[src/rtl/hax_elevator_pkg.sv]
// hax_elevator_pkg: shared types for the SCAN elevator controller.
// Provides floor_t, state_t (IDLE/MOVE/DOOR), dir_t (UP/DOWN) and a direction helper.
package hax_elevator_pkg;

  localparam int MAX_FLOORS = 16;

  typedef logic [3:0] floor_t;

  typedef enum logic [1:0] {
    IDLE,
    MOVE,
    DOOR
  } state_t;

  typedef enum logic {
    UP,
    DOWN
  } dir_t;

  // Keep heading if work lies ahead; otherwise turn round.
  function automatic dir_t pick_dir(dir_t d, logic ahead, logic behind);
    if (ahead || !behind) return d;
    return (d == UP) ? DOWN : UP;
  endfunction

endpackage

[src/rtl/hax_scan_pick.sv]
// hax_scan_pick: combinational SCAN look-ahead over the pending bitmap.
// Ports: pending, cur, dir in; any_ahead, any_behind, nearest_ahead out.
module hax_scan_pick
  import hax_elevator_pkg::*;
#(
  parameter int NUM_FLOORS = 10,
  localparam int FW = $clog2(NUM_FLOORS)
) (
  input  logic [NUM_FLOORS-1:0] pending,
  input  logic [FW-1:0]         cur,
  input  dir_t                  dir,
  output logic                  any_ahead,
  output logic                  any_behind,
  output logic [FW-1:0]         nearest_ahead
);

  logic [NUM_FLOORS-1:0] above;
  logic [NUM_FLOORS-1:0] below;
  logic [FW-1:0]         up_near;
  logic [FW-1:0]         dn_near;

  always_comb begin
    above = '0;
    below = '0;
    for (int i = 0; i < NUM_FLOORS; i++) begin
      above[i] = pending[i] && (i > int'(cur));
      below[i] = pending[i] && (i < int'(cur));
    end
  end

  // Lowest set bit above, highest set bit below.
  always_comb begin
    up_near = cur;
    dn_near = cur;
    for (int i = NUM_FLOORS - 1; i >= 0; i--)
      if (above[i]) up_near = FW'(i);
    for (int i = 0; i < NUM_FLOORS; i++)
      if (below[i]) dn_near = FW'(i);
  end

  assign any_ahead     = (dir == UP) ? |above : |below;
  assign any_behind    = (dir == UP) ? |below : |above;
  assign nearest_ahead = (dir == UP) ? up_near : dn_near;

endmodule

[src/rtl/hax_elevator_scan.sv]
// hax_elevator_scan: single-car SCAN elevator controller (IDLE/MOVE/DOOR).
// In: CLOCK_50, rst_n (sync, active-low), req_valid, req_floor.
// Out: current_floor, target_floor, moving, dir_up, dir_down, door_open, pending.
// Macro HAX_ELEVATOR_DOOR_EN enables the door dwell; without it door_open is 0.
module hax_elevator_scan
  import hax_elevator_pkg::*;
#(
  parameter int NUM_FLOORS  = 10,
  parameter int MOVE_CYCLES = 50_000_000,
  parameter int DOOR_CYCLES = 100_000_000,
  localparam int FW = $clog2(NUM_FLOORS)
) (
  input  logic                  CLOCK_50,
  input  logic                  rst_n,
  input  logic                  req_valid,
  input  logic [FW-1:0]         req_floor,
  output logic [FW-1:0]         current_floor,
  output logic [FW-1:0]         target_floor,
  output logic                  moving,
  output logic                  dir_up,
  output logic                  dir_down,
  output logic                  door_open,
  output logic [NUM_FLOORS-1:0] pending
);

  state_t                state;
  dir_t                  dir;
  logic [31:0]           step_cnt;
  logic [31:0]           dwell_cnt;
  logic                  req_ok;
  logic                  req_here;
  logic                  step_end;
  logic                  dwell_end;
  logic                  arrive;
  logic [FW-1:0]         next_floor;
  logic [NUM_FLOORS-1:0] req_bit;
  logic [NUM_FLOORS-1:0] set_bit;
  logic [NUM_FLOORS-1:0] nf_bit;
  logic                  any_ahead;
  logic                  any_behind;
  logic [FW-1:0]         nearest;

  assign req_ok   = req_valid && (int'(req_floor) < NUM_FLOORS);
  assign req_here = req_ok && (req_floor == current_floor);
  assign req_bit  = req_ok ? (NUM_FLOORS'(1) << req_floor) : '0;
  // A call for the floor the car is standing at is served, not queued.
  assign set_bit  = (req_here && state != MOVE) ? '0 : req_bit;

  assign step_end   = step_cnt == 32'(MOVE_CYCLES - 1);
  assign dwell_end  = dwell_cnt == 32'(DOOR_CYCLES - 1);
  assign next_floor = (dir == UP) ? current_floor + 1'b1
                                  : current_floor - 1'b1;
  assign nf_bit     = NUM_FLOORS'(1) << next_floor;
  assign arrive     = |(pending & nf_bit)
                   || (req_ok && req_floor == next_floor);

  hax_scan_pick #(.NUM_FLOORS(NUM_FLOORS)) u_pick (
    .pending       (pending),
    .cur           (current_floor),
    .dir           (dir),
    .any_ahead     (any_ahead),
    .any_behind    (any_behind),
    .nearest_ahead (nearest)
  );

`ifndef HAX_ELEVATOR_DOOR_EN
  // Without a door the next direction is chosen on the arrival edge,
  // so look ahead from the floor being entered.
  logic [NUM_FLOORS-1:0] rest;
  logic                  nx_ahead;
  logic                  nx_behind;
  logic [FW-1:0]         nx_near;

  assign rest = pending & ~nf_bit;

  hax_scan_pick #(.NUM_FLOORS(NUM_FLOORS)) u_pick_nx (
    .pending       (rest),
    .cur           (next_floor),
    .dir           (dir),
    .any_ahead     (nx_ahead),
    .any_behind    (nx_behind),
    .nearest_ahead (nx_near)
  );
`endif

  always_ff @(posedge CLOCK_50) begin
    if (!rst_n) begin
      state         <= IDLE;
      dir           <= UP;
      current_floor <= '0;
      pending       <= '0;
      step_cnt      <= '0;
      dwell_cnt     <= '0;
    end else begin
      pending <= pending | set_bit;
      unique case (state)
        IDLE: begin
`ifdef HAX_ELEVATOR_DOOR_EN
          if (req_here) begin
            state     <= DOOR;
            dwell_cnt <= '0;
          end else
`endif
          if (|pending) begin
            dir      <= pick_dir(dir, any_ahead, any_behind);
            state    <= MOVE;
            step_cnt <= '0;
          end
        end
        MOVE: begin
          if (!step_end) begin
            step_cnt <= step_cnt + 32'd1;
          end else begin
            step_cnt      <= '0;
            current_floor <= next_floor;
            if (arrive) begin
              pending <= (pending | set_bit) & ~nf_bit;
`ifdef HAX_ELEVATOR_DOOR_EN
              state     <= DOOR;
              dwell_cnt <= '0;
`else
              if (|rest)
                dir <= pick_dir(dir, nx_ahead, nx_behind);
              else
                state <= IDLE;
`endif
            end
          end
        end
        DOOR: begin
          if (req_here) begin
            dwell_cnt <= '0;
          end else if (!dwell_end) begin
            dwell_cnt <= dwell_cnt + 32'd1;
          end else if (|pending) begin
            dir      <= pick_dir(dir, any_ahead, any_behind);
            state    <= MOVE;
            step_cnt <= '0;
          end else begin
            state <= IDLE;
          end
        end
        default: state <= IDLE;
      endcase
    end
  end

  assign moving       = state == MOVE;
  assign dir_up       = moving && dir == UP;
  assign dir_down     = moving && dir == DOWN;
  assign target_floor = moving ? nearest : current_floor;
`ifdef HAX_ELEVATOR_DOOR_EN
  assign door_open    = state == DOOR;
`else
  assign door_open    = 1'b0;
`endif

endmodule

[config.mk]
export PLATFORM = sky130hd
export DESIGN_NAME = hax_elevator_scan
export DESIGN_NICKNAME = d
export VERILOG_FILES = /design/src/rtl/hax_elevator_pkg.sv /design/src/rtl/hax_scan_pick.sv /design/src/rtl/hax_elevator_scan.sv
export SDC_FILE = /design/constraint.sdc
export NUM_CORES = 1
export LEC_CHECK = 0
export BUFFER_PORTS_ARGS = -buffer_cell sky130_fd_sc_hd__buf_2
export CAP_MARGIN = 20
export CORE_ASPECT_RATIO = 1.1
export CORE_MARGIN = 5
export CORE_UTILIZATION = 61
export CTS_CLUSTER_SIZE = 40
export DETAILED_ROUTE_END_ITERATION = 16
export GPL_ROUTABILITY_DRIVEN = 0
export MAX_ROUTING_LAYER = met4
export PLACE_DENSITY = 0.81
export SLEW_MARGIN = 30
export SYNTH_ARGS = -nofsm -noshare
export SYNTH_HDL_FRONTEND = slang
export SYNTH_SLANG_ARGS = --single-unit
[constraint.sdc]
create_clock -name CLOCK_50 -period 3.6 [get_ports CLOCK_50]
set_input_delay 0.36 -clock CLOCK_50 [delete_from_list [all_inputs] [get_ports CLOCK_50]]
set_output_delay 0.36 -clock CLOCK_50 [all_outputs]
set_load 0.01 [all_outputs]
# Word-level counts from Yosys, hierarchy flattened

Cells that the tools add are included.

Output and inout port bits: 22
Word-level logic and storage cells: 210
Flip-flop bits (word level): 81
Memories kept: 0
ROM bits: 0
Input bits: 7
Memory bits (writable): 0
Latch bits: 0

Shift operators: 2
Reduce and logical (&&, ||, !) cells: 63
Mux-type cells: 73
$lt $le $gt $ge: 39
$add $sub $neg: 4
Div/mod/pow operators: 0
$mul: 0
Bitwise operators: 6
Equal/unequal tests: 17

Operator list:

| operator                | number |
|---|---|
| $mux W32                | 6 |
| $pmux W32 S3            | 1 |
| $mux W4                 | 22 |
| $add A32 B1 Y32 const B | 2 |
| $mux W10                | 5 |
| $reduce_or A10 Y1       | 5 |
| $logic_and A1 B1 Y1     | 44 |
| $eq A32 B26 Y1 const B  | 1 |
| $eq A32 B27 Y1 const B  | 1 |
| $gt A3 B4 Y1 const A    | 8 |
| $lt A3 B4 Y1 const A    | 8 |
| $mux W1                 | 31 |
| $and A10 B10 Y10        | 3 |
| $shl A1 B4 Y10 const A  | 2 |
| $reduce_or A9 Y1        | 2 |
| $gt A2 B4 Y1 const A    | 4 |
| $gt A4 B4 Y1 const A    | 4 |
| $lt A1 B4 Y1 const A    | 4 |
| $lt A2 B4 Y1 const A    | 4 |
| $lt A4 B4 Y1 const A    | 4 |
| $mux W2                 | 6 |
| $ne A2 B2 Y1 const B    | 6 |
| $not A10 Y10            | 1 |
| $or A10 B10 Y10         | 1 |
| 20 further kinds        | 29 |

# Depth between registers and ports, before layout

Gate-level depths: netlist of run 1.

Word-level depth: 21
Gate-level depth with buffers: 12
Gate-level depth less buffers: 10

# By module

A second synthesis of run 1 with hierarchy kept.

Cell total of the unflattened synthesis: 619
Area, all modules: 4,451.8 µm²

Modules (own cells, without submodules):

| module            | area an instance (µm²) | seq. area each (µm²) | instances | cells each |
|---|---|---|---|---|
| hax_elevator_scan | 3,143.0                | 960.9                | 1         | 413 |
| hax_scan_pick     | 654.4                  | 0.0                  | 2         | 103 |

# Least setup slack after synthesis of run 1

OpenSTA, ideal clock, no wires.

Path type: reg-to-reg
From: reg current_floor[1]
To: reg dir
Required time: 3,469 ps
Library setup time: 131 ps
Buffers on the path: 1
Period minus slack after synthesis: 3,085 ps
Arrival time: 2,954 ps
Path slack: 515 ps
Stages on the path, launching flop included: 12
Path through: dfxtp_1 -> clkbuf_1 -> inv_1 -> ha_1 -> xnor2_1 -> nand2_1 -> nor2_1 -> a211oi_1 -> a2111oi_0 -> a21o_1 -> a31o_1 -> a21oi_2

Word-level cells in the longest chain between the ends: 18
Elaborated cells between the ends (all ways): 128
Those cells by class: add/sub: 2; order compare: 38; eq/ne: 6; shift: 1; mux: 26; bitwise: 3; reduce/logical: 52

RTL lines:

| item                                                   | RTL line                 | RTL |
|---|---|---|
| start: declaration                                     | hax_elevator_scan.sv:17  | `output logic [FW-1:0] current_floor,` |
| start signal: assignment                               | hax_elevator_scan.sv:115 | `current_floor <= next_floor;` |
| branches (longest 18 deep; another with $add A4 B1 Y4) | n/a                      |  |
| end signal: assignment                                 | hax_elevator_scan.sv:105 | `dir <= pick_dir(dir, any_ahead, any_behind);` |
| end signal: assignment                                 | hax_elevator_scan.sv:123 | `dir <= pick_dir(dir, nx_ahead, nx_behind);` |
| end signal: assignment                                 | hax_elevator_scan.sv:136 | `dir <= pick_dir(dir, any_ahead, any_behind);` |
| end: declaration                                       | hax_elevator_scan.sv:27  | `dir_t dir;` |

Several ways; the timed one is not identified. The select of a mux whose other input is x is not followed.
A chain may end at the register's enable or synchronous reset.

# Worst setup path in the final report of run 1

From: reg current_floor[0]
To: reg dir

Same word-level chain as after synthesis.

==> flow_summary.ini, run 1 <==
[outcome]
status = complete, no violations

[synth]
synth_top_area_share = 0.261
synth_area_leaders = dfxtp_1 (26%), nor2_1 (7.3%), a21oi_1 (6.0%)
seq_area_frac_synth = 0.261
synth_area_per_cell_um2 = 7.02
synthesis.area_um2 = 3680
synthCells = 525
synth_enable_flop_cells = 0
synth_ff_type = dfxtp_1
ys_async_sr_fraction = 0
ys_ff_latch = 48
yosys.area.top_type = dfxtp_1
synthTopCellsByCount = nor2_1 (72), nand2_1 (54), dfxtp_1 (48)
synth_nets = 537
yosysUniqueCellTypes = 69
synth_warnings = 0
yosysMostFrequentCell = nor2_1

[global_routing]
grt_pass1_wl_mm = 17.4
track_usage = 0.276
grt_pass1_vias = 3798
overflow = 0
grt_start_max_net_pins = 27
antenna_found_initial = 0

[floorplan]
start_util = 0.634
die_width_um = 84.1
num_rows = 29
pin_count = 29
die_area_um2 = 7690
core_um2 = 5810
die_y_um = 91.5

[critical_path]
critPathRequiredTime_ps = 3840
cp-start-kind = register
path_max_fanout = 11
criticalPathCategory = register to register
worst-endpoint-arrival_ps = 3360
r2r_setup_slack_ps = 480
worstSetupEndpointType = register

[placed_design]
io_buffers = 27
hpwl_mm = 7.21

[sta]
setup_tns_ps = 0
hold_ws_ps = 404
period_needed_ps = 3120
tightest_slew_ps = 748
timing.fmax_mhz = 320
fin_skew_ps = 11.9
grt_setup_unrepaired = false
fin_crit_sh = 0.867
hold_viol = 0
setup_viol = 0
finalMaxSlewViolations = 0
relSlewSlack = 0.497

[pwr]
vdd_ir_drop_max_v = 0.000173
p_per_area_nw_per_um2 = 272
power.leakage_uw = 0.00147

[finish]
drive_above_1_share = 0.114
fin_nets = 548
diodes = 0
area_growth_pct = 6.93
utilization = 0.678

[drt]
drc_errors = 0
ant_nets = 0
post_drt_wl_per_cell_um = 17.1
drt-vias-per-instance = 6.64
wl_mm = 10.5
vias = 4073
drtIter0Drc = 386
first_pass_iters = 5

[clock_network]
clock_sink_count = 48
post_cts_buffers = 0
htreeDepth = 2
ctsResizeCount = 0
cts_tree = built
cts_buffers = 5
ctsRootBufferMaster = clkbuf_8
hold_buffers = 0
cts_buffer_depth = 2
clk_pin_slew_ps = 90
clock_latency_ps = 310

[job]
drv_cap = 0

[min_path]
hp-class = primary input to register
[sequential cells by signal (all words and copies together) (netlist names)]
name,cells
step_cnt,32
pending,10
current_floor,4
dir,1
state,1
[through the flow]
step,setup WS [ps],cell area [um2],cells,power [uW]
global route,233,3940,613,1110
detailed placement,587,3860,606,758
global placement,673,3860,606,753
finish,479,3940,613,1070
CTS,540,3940,613,1060
floorplan,515,3680,525,701
[final cells by class]
| type | count | area, um2 |
|---|---|---|
| fill | 519 | 1870 |
| multi-input combinational | 427 | 2510 |
| clock inverter | 1 | 5.00 |
| tap | 77 | 96.3 |
| sequential | 48 | 961 |
| timing repair buffer | 42 | 248 |
| inverter | 12 | 45.0 |
| clock buffer | 6 | 72.6 |
[routing by layer]
layer / vias to the layer above / wire (um) / global-route usage
met3: 31 / 867 / 0.0380
met2: 213 / 5120 / 0.462
met4: 0 / 257 / 0.111
met1: 1882 / 4220 / 0.332
li1: 1947 / - / -
met5: - / 0 / -
[final timing paths]
path                                      start                        end  depth (start not counted)
setup / recovery  current_floor[0]$_SDFFE_PN0P_           dir$_SDFFE_PN0P_                         10
hold / removal                            rst_n  step_cnt[31]$_SDFFE_PN0P_                          2
hold reg to reg       step_cnt[15]$_SDFFE_PN0P_  step_cnt[15]$_SDFFE_PN0P_                          2
setup reg to reg  current_floor[0]$_SDFFE_PN0P_           dir$_SDFFE_PN0P_                         10
[logic make-up after synthesis]
| group | share of synthesized area |
|---|---|
| simple gates | 0.310 |
| fa+ha+maj | 0.0170 |
| buf+inv | 0.0574 |
| other cells | 0.00102 |
| mux | 0.0258 |
| flops | 0.261 |
| xor+xnor | 0.0394 |
| compound gates | 0.288 |
[critical path, cell delays in order (launching register included)]
cell	delay, ps
dfxtp_1	550
inv_2	70
ha_1	340
xor2_1	620
mux4_2	400
nand2_1	80
a21oi_1	80
o21ai_1	330
o21ai_0	230
a31o_1	240
a21oi_2	130
[cell usage in the layout, fill, tap and decap left out, types with 4 or more instances in the layout]
cell and n:
xnor2_1 10, nor2b_1 6, a22oi_1 7, a311oi_1 6, a21oi_1 44, nor4_1 9, buf_4 15, a31oi_1 8
inv_1 8, a211oi_1 5, nor2_1 72, xor2_1 4, nand2b_1 6, a21o_1 6, nor3_1 23, o21ai_0 44
mux2i_1 5, and3_1 5, ha_1 5, nand4_1 12, clkbuf_8 5, nand2_1 54, o22ai_1 4, buf_2 27
dfxtp_1 48, nand3_1 20
[report_power, final]
part / leakage [uW] / switching (uW) / internal [uW] / total, uW
Sequential: 0.000387 / 16.2 / 536 / 553
Combinational: 0.00104 / 130 / 67.6 / 198
Clock: 0.0000410 / 187 / 133 / 320
Total: 0.00147 / 333 / 737 / 1070
Note: power is estimated with default switching activity, not from simulation.
==> run 2: changes to the inputs <==
CORE_UTILIZATION = 66   (was 61)
PLACE_DENSITY = 0.87   (was 0.81)
clock period = 3.98 ns   (was 3.6 ns; I/O delays follow)
==> flow_summary.ini, run 2 (synthesis results as in run 1) <==
[floorplan]
die_y_um = 88.4
start_util = 0.683
pin_count = 29
die_area_um2 = 7180
core_um2 = 5400
num_rows = 28
die_width_um = 81.2

[clock_network]
cts_buffer_depth = 2
ctsRootBufferMaster = clkbuf_8
clk_pin_slew_ps = 90
ctsResizeCount = 0
clock_latency_ps = 310
clock_sink_count = 48
cts_tree = built
post_cts_buffers = 0
hold_buffers = 0
htreeDepth = 2
cts_buffers = 5

[global_routing]
track_usage = 0.306
grt_pass1_vias = 3820
antenna_found_initial = 0
grt_pass1_wl_mm = 17.2
grt_start_max_net_pins = 36
overflow = 0

[sta]
setup_tns_ps = 0
setup_viol = 0
finalMaxSlewViolations = 0
fin_skew_ps = 13.0
grt_setup_unrepaired = false
fin_crit_sh = 0.893
hold_viol = 0
tightest_slew_ps = 995
relSlewSlack = 0.336
timing.fmax_mhz = 282
period_needed_ps = 3550

[critical_path]
r2r_setup_slack_ps = 430
crit_start = current_floor[1]$_SDFFE_PN0P_
rr_startpoint = current_floor[1]$_SDFFE_PN0P_
ff2ff_path_depth = 10
critPathRequiredTime_ps = 4170
worst-endpoint-arrival_ps = 3750
path_max_fanout = 17
critPathCapture = dir$_SDFFE_PN0P_
r2r-end = dir$_SDFFE_PN0P_
worstSetupEndpointType = register
criticalPathCategory = register to register
cp-start-kind = register

[finish]
multi_input_area_um2 = 2520
regArea_um2 = 961
top_register = step_cnt
layout_commonest_cell = nor2_1
nFillCells = 473
drive_above_1_share = 0.106
diodes = 0
area_growth_pct = 6.08
final_design_area_no_fill_um2 = 3910
largestRegisters = step_cnt x32, pending x10, current_floor x4
fin_nets = 541
final_cell_mix = nor2_1 (72), nand2_1 (54), dfxtp_1 (48)
largest_reg_flops = 32

[placed_design]
place_area_um2 = 3810
io_buffers = 27
hpwl_mm = 6.94

[drt]
ant_nets = 0
drc_errors = 0
vias = 4080
drt-vias-per-instance = 6.74
drtIter0Drc = 364
post_drt_wl_per_cell_um = 16.8
wl_mm = 10.2
first_pass_iters = 6

[pwr]
vdd_ir_drop_max_v = 0.000140
p_per_area_nw_per_um2 = 252
power.leakage_uw = 0.00145

[min_path]
hp-class = primary input to register

[job]
drv_cap = 0

[outcome]
status = complete, no violations
run 2: cell types whose count changed in the layout (fill, tap and decap cells not counted), sizes merged:
cell / previous run / this run
clkbuf: 6 / 7
clkinv: 4 / 3
buf: 42 / 35
clkinvlp: 0 / 1
run 2: per-stage QoR:
stage | utilization | hold slack (ps) | setup slack (ps) | instances | power (uW)
floorplan | - | 458 | 895 | 525 | 634
global placement | 0.705 | 470 | 678 | 597 | 680
detailed placement | 0.707 | 490 | 548 | 597 | 685
CTS | 0.724 | 423 | 536 | 605 | 985
global route | 0.724 | 441 | 279 | 605 | 1030
finish | 0.724 | 435 | 428 | 605 | 984
run 2: worst min-delay path by stage:
stage                                    startpoint                         to  slack (ps)  cells past startpoint
final                                         rst_n  step_cnt[31]$_SDFFE_PN0P_         430                      2
after global placement    step_cnt[15]$_SDFFE_PN0P_  step_cnt[15]$_SDFFE_PN0P_         470                      2
after CTS                                     rst_n  step_cnt[31]$_SDFFE_PN0P_         420                      2
after floorplan           step_cnt[15]$_SDFFE_PN0P_  step_cnt[15]$_SDFFE_PN0P_         460                      2
after detailed placement  step_cnt[29]$_SDFFE_PN0P_  step_cnt[29]$_SDFFE_PN0P_         490                      2
after global routing                          rst_n  step_cnt[31]$_SDFFE_PN0P_         440                      2
run 2: worst max-delay path: stages, from the launching register on:
cell and delay (ps):
dfxtp_1 700, inv_1 220, ha_1 330, mux2i_1 430, xnor2_2 310, o31ai_1 330, a211oi_1 80, a2111oi_0 630
a21o_1 200, a31o_1 160, a21oi_2 50
run 2: power breakdown:
| group | total [uW] | internal [uW] | leakage (uW) | switching, uW |
|---|---|---|---|---|
| combinational | 182 | 61.4 | 0.00102 | 120 |
| sequential | 497 | 485 | 0.000387 | 11.5 |
| clock | 306 | 141 | 0.0000445 | 165 |
run 2: final cells by class:
class | count | area share
inverters | 12 | 0.0115
clock buffers | 7 | 0.0221
flip-flops and latches | 48 | 0.246
clock inverters | 1 | 0.00192
multi-input cells | 427 | 0.645
repair buffers | 35 | 0.0500
well taps | 75 | 0.0240
run 2: per-layer routing:
layer / track usage / wire, um
met5: - / 0
met4: 0.172 / 354
met3: 0.0591 / 852
met2: 0.515 / 4920
met1: 0.339 / 4050
==> run 3: changes to the inputs <==
ABC_AREA = 1   (was not set)
HOLD_SLACK_MARGIN = 0.05   (was not set)
PLACE_DENSITY = 0.86   (was 0.87)
==> flow_summary.ini, run 3 <==
[outcome]
status = complete, no violations

[synth]
synth_nets = 691
synth_top_area_share = 0.235
seq_area_frac_synth = 0.235
synth_enable_flop_cells = 0
synth_ff_type = dfxtp_1
yosysMostFrequentCell = nand2_1
yosys.area.top_type = dfxtp_1
synth_area_per_cell_um2 = 6.02
synthTopCellsByCount = nand2_1 (203), nor2_1 (73), inv_1 (67)
yosysUniqueCellTypes = 47
synthCells = 679
synth_area_leaders = dfxtp_1 (24%), nand2_1 (19%), nand3_1 (7.1%)
ys_ff_latch = 48
synthesis.area_um2 = 4090
ys_async_sr_fraction = 0
synth_warnings = 0

[finish]
final_design_area_no_fill_um2 = 4320
diodes = 0
drive_above_1_share = 0.126
largest_reg_flops = 32
final_cell_mix = nand2_1 (203), nor2_1 (73), inv_1 (67)
layout_commonest_cell = nand2_1
top_register = step_cnt
area_growth_pct = 5.67
fin_nets = 702
stdcell_count = 771
utilization = 0.710
largestRegisters = step_cnt x32, pending x10, current_floor x4

[pwr]
vdd_ir_drop_max_v = 0.000207
power.leakage_uw = 0.00180
p_per_area_nw_per_um2 = 268

[clock_network]
ctsRootBufferMaster = clkbuf_8
post_cts_buffers = 0
htreeDepth = 2
clock_latency_ps = 310
cts_buffer_depth = 2
clk_pin_slew_ps = 100
clock_sink_count = 48
cts_tree = built
hold_buffers = 0
cts_buffers = 5
ctsResizeCount = 0

[drt]
drt-vias-per-instance = 6.24
post_drt_wl_per_cell_um = 15.9
vias = 4809
ant_nets = 0
wl_mm = 12.3
first_pass_iters = 8
drtIter0Drc = 539
drc_errors = 0

[sta]
setup_tns_ps = 0
relSlewSlack = 0.360
hold_viol = 0
period_needed_ps = 3010
setup_viol = 0
finalMaxSlewViolations = 0
timing.fmax_mhz = 332
grt_setup_unrepaired = false
fin_skew_ps = 13.6
fin_crit_sh = 0.757
tightest_slew_ps = 959

[critical_path]
criticalPathCategory = register to output pin
worst-endpoint-arrival_ps = 2610
cp-start-kind = register
path_max_fanout = 11
critPathRequiredTime_ps = 3580
worstSetupEndpointType = output pin

[global_routing]
antenna_found_initial = 0
grt_pass1_wl_mm = 20.1
grt_start_max_net_pins = 39
track_usage = 0.321
grt_pass1_vias = 4258
overflow = 0

[floorplan]
start_util = 0.672
core_um2 = 6080
die_area_um2 = 7870
num_rows = 30
die_width_um = 85.0
die_y_um = 92.5
pin_count = 29

[min_path]
hp-class = primary input to register

[job]
drv_cap = 0

[placed_design]
placed_cells = 763
place_area_um2 = 4180
io_buffers = 27
hpwl_mm = 8.83
## run 3: cell type report
| cell class | instances | area, um2 |
|---|---|---|
| sequential | 48 | 961 |
| fill | 534 | 1760 |
| timing repair buffer | 29 | 150 |
| clock buffer | 5 | 68.8 |
| clock inverter | 3 | 68.8 |
| multi-input combinational | 531 | 2690 |
| inverter | 75 | 282 |
| tap | 80 | 100 |
## run 3: through the flow
stage	power [uW]	hold WS (ps)	setup slack, ps
after floorplan	676	459	1630
after global placement	718	469	1300
after detailed placement	722	472	1140
after CTS	1150	382	1080
after global routing	1200	388	798
final	1150	385	969
## run 3: final timing paths
path	endpoint	startpoint	cells past startpoint	slack, ps
setup / recovery	target_floor[2]	current_floor[1]$_SDFFE_PN0P_	9	970
setup reg to reg	dir$_SDFFE_PN0P_	current_floor[1]$_SDFFE_PN0P_	19	1000
hold reg to reg	step_cnt[20]$_SDFFE_PN0P_	step_cnt[20]$_SDFFE_PN0P_	2	490
hold / removal	step_cnt[23]$_SDFFE_PN0P_	rst_n	2	390
## run 3: kinds of logic (layout without fill, tap and decap cells)
| family | after synthesis | after routing | share of synthesized area |
|---|---|---|---|
| AOI/OAI and AO/OA | 113 | 113 | 0.175 |
| xor gates and xnor gates | 7 | 7 | 0.0150 |
| adders and majority gates | 5 | 5 | 0.0153 |
| buffers and inverters | 100 | 112 | 0.107 |
| DFF | 48 | 48 | 0.235 |
| other | 1 | 1 | 0.000918 |
| and+or+nand+nor | 405 | 405 | 0.451 |
## run 3: per-layer routing
layer | vias to the layer above | global-route usage | wire [um]
met1 | 2155 | 0.364 | 4500
met2 | 308 | 0.542 | 5880
met5 | - | - | 0
met4 | 0 | 0.169 | 732
li1 | 2267 | - | -
met3 | 79 | 0.0498 | 1140
## run 3: power by group
group / leakage [uW] / internal [uW] / switching (uW)
sequential: 0.000387 / 486 / 12.6
combinational: 0.00134 / 56.1 / 169
clock: 0.0000687 / 253 / 178
total: 0.00180 / 795 / 360
## run 3: worst max-delay path, stage by stage (launching register included)
cell      delay (ps)
dfxtp_1          600
inv_1            240
ha_1             290
a211oi_1         450
nor2_1           130
inv_1             70
nor2_1            50
o31ai_1           90
o221ai_1         200
buf_2            190
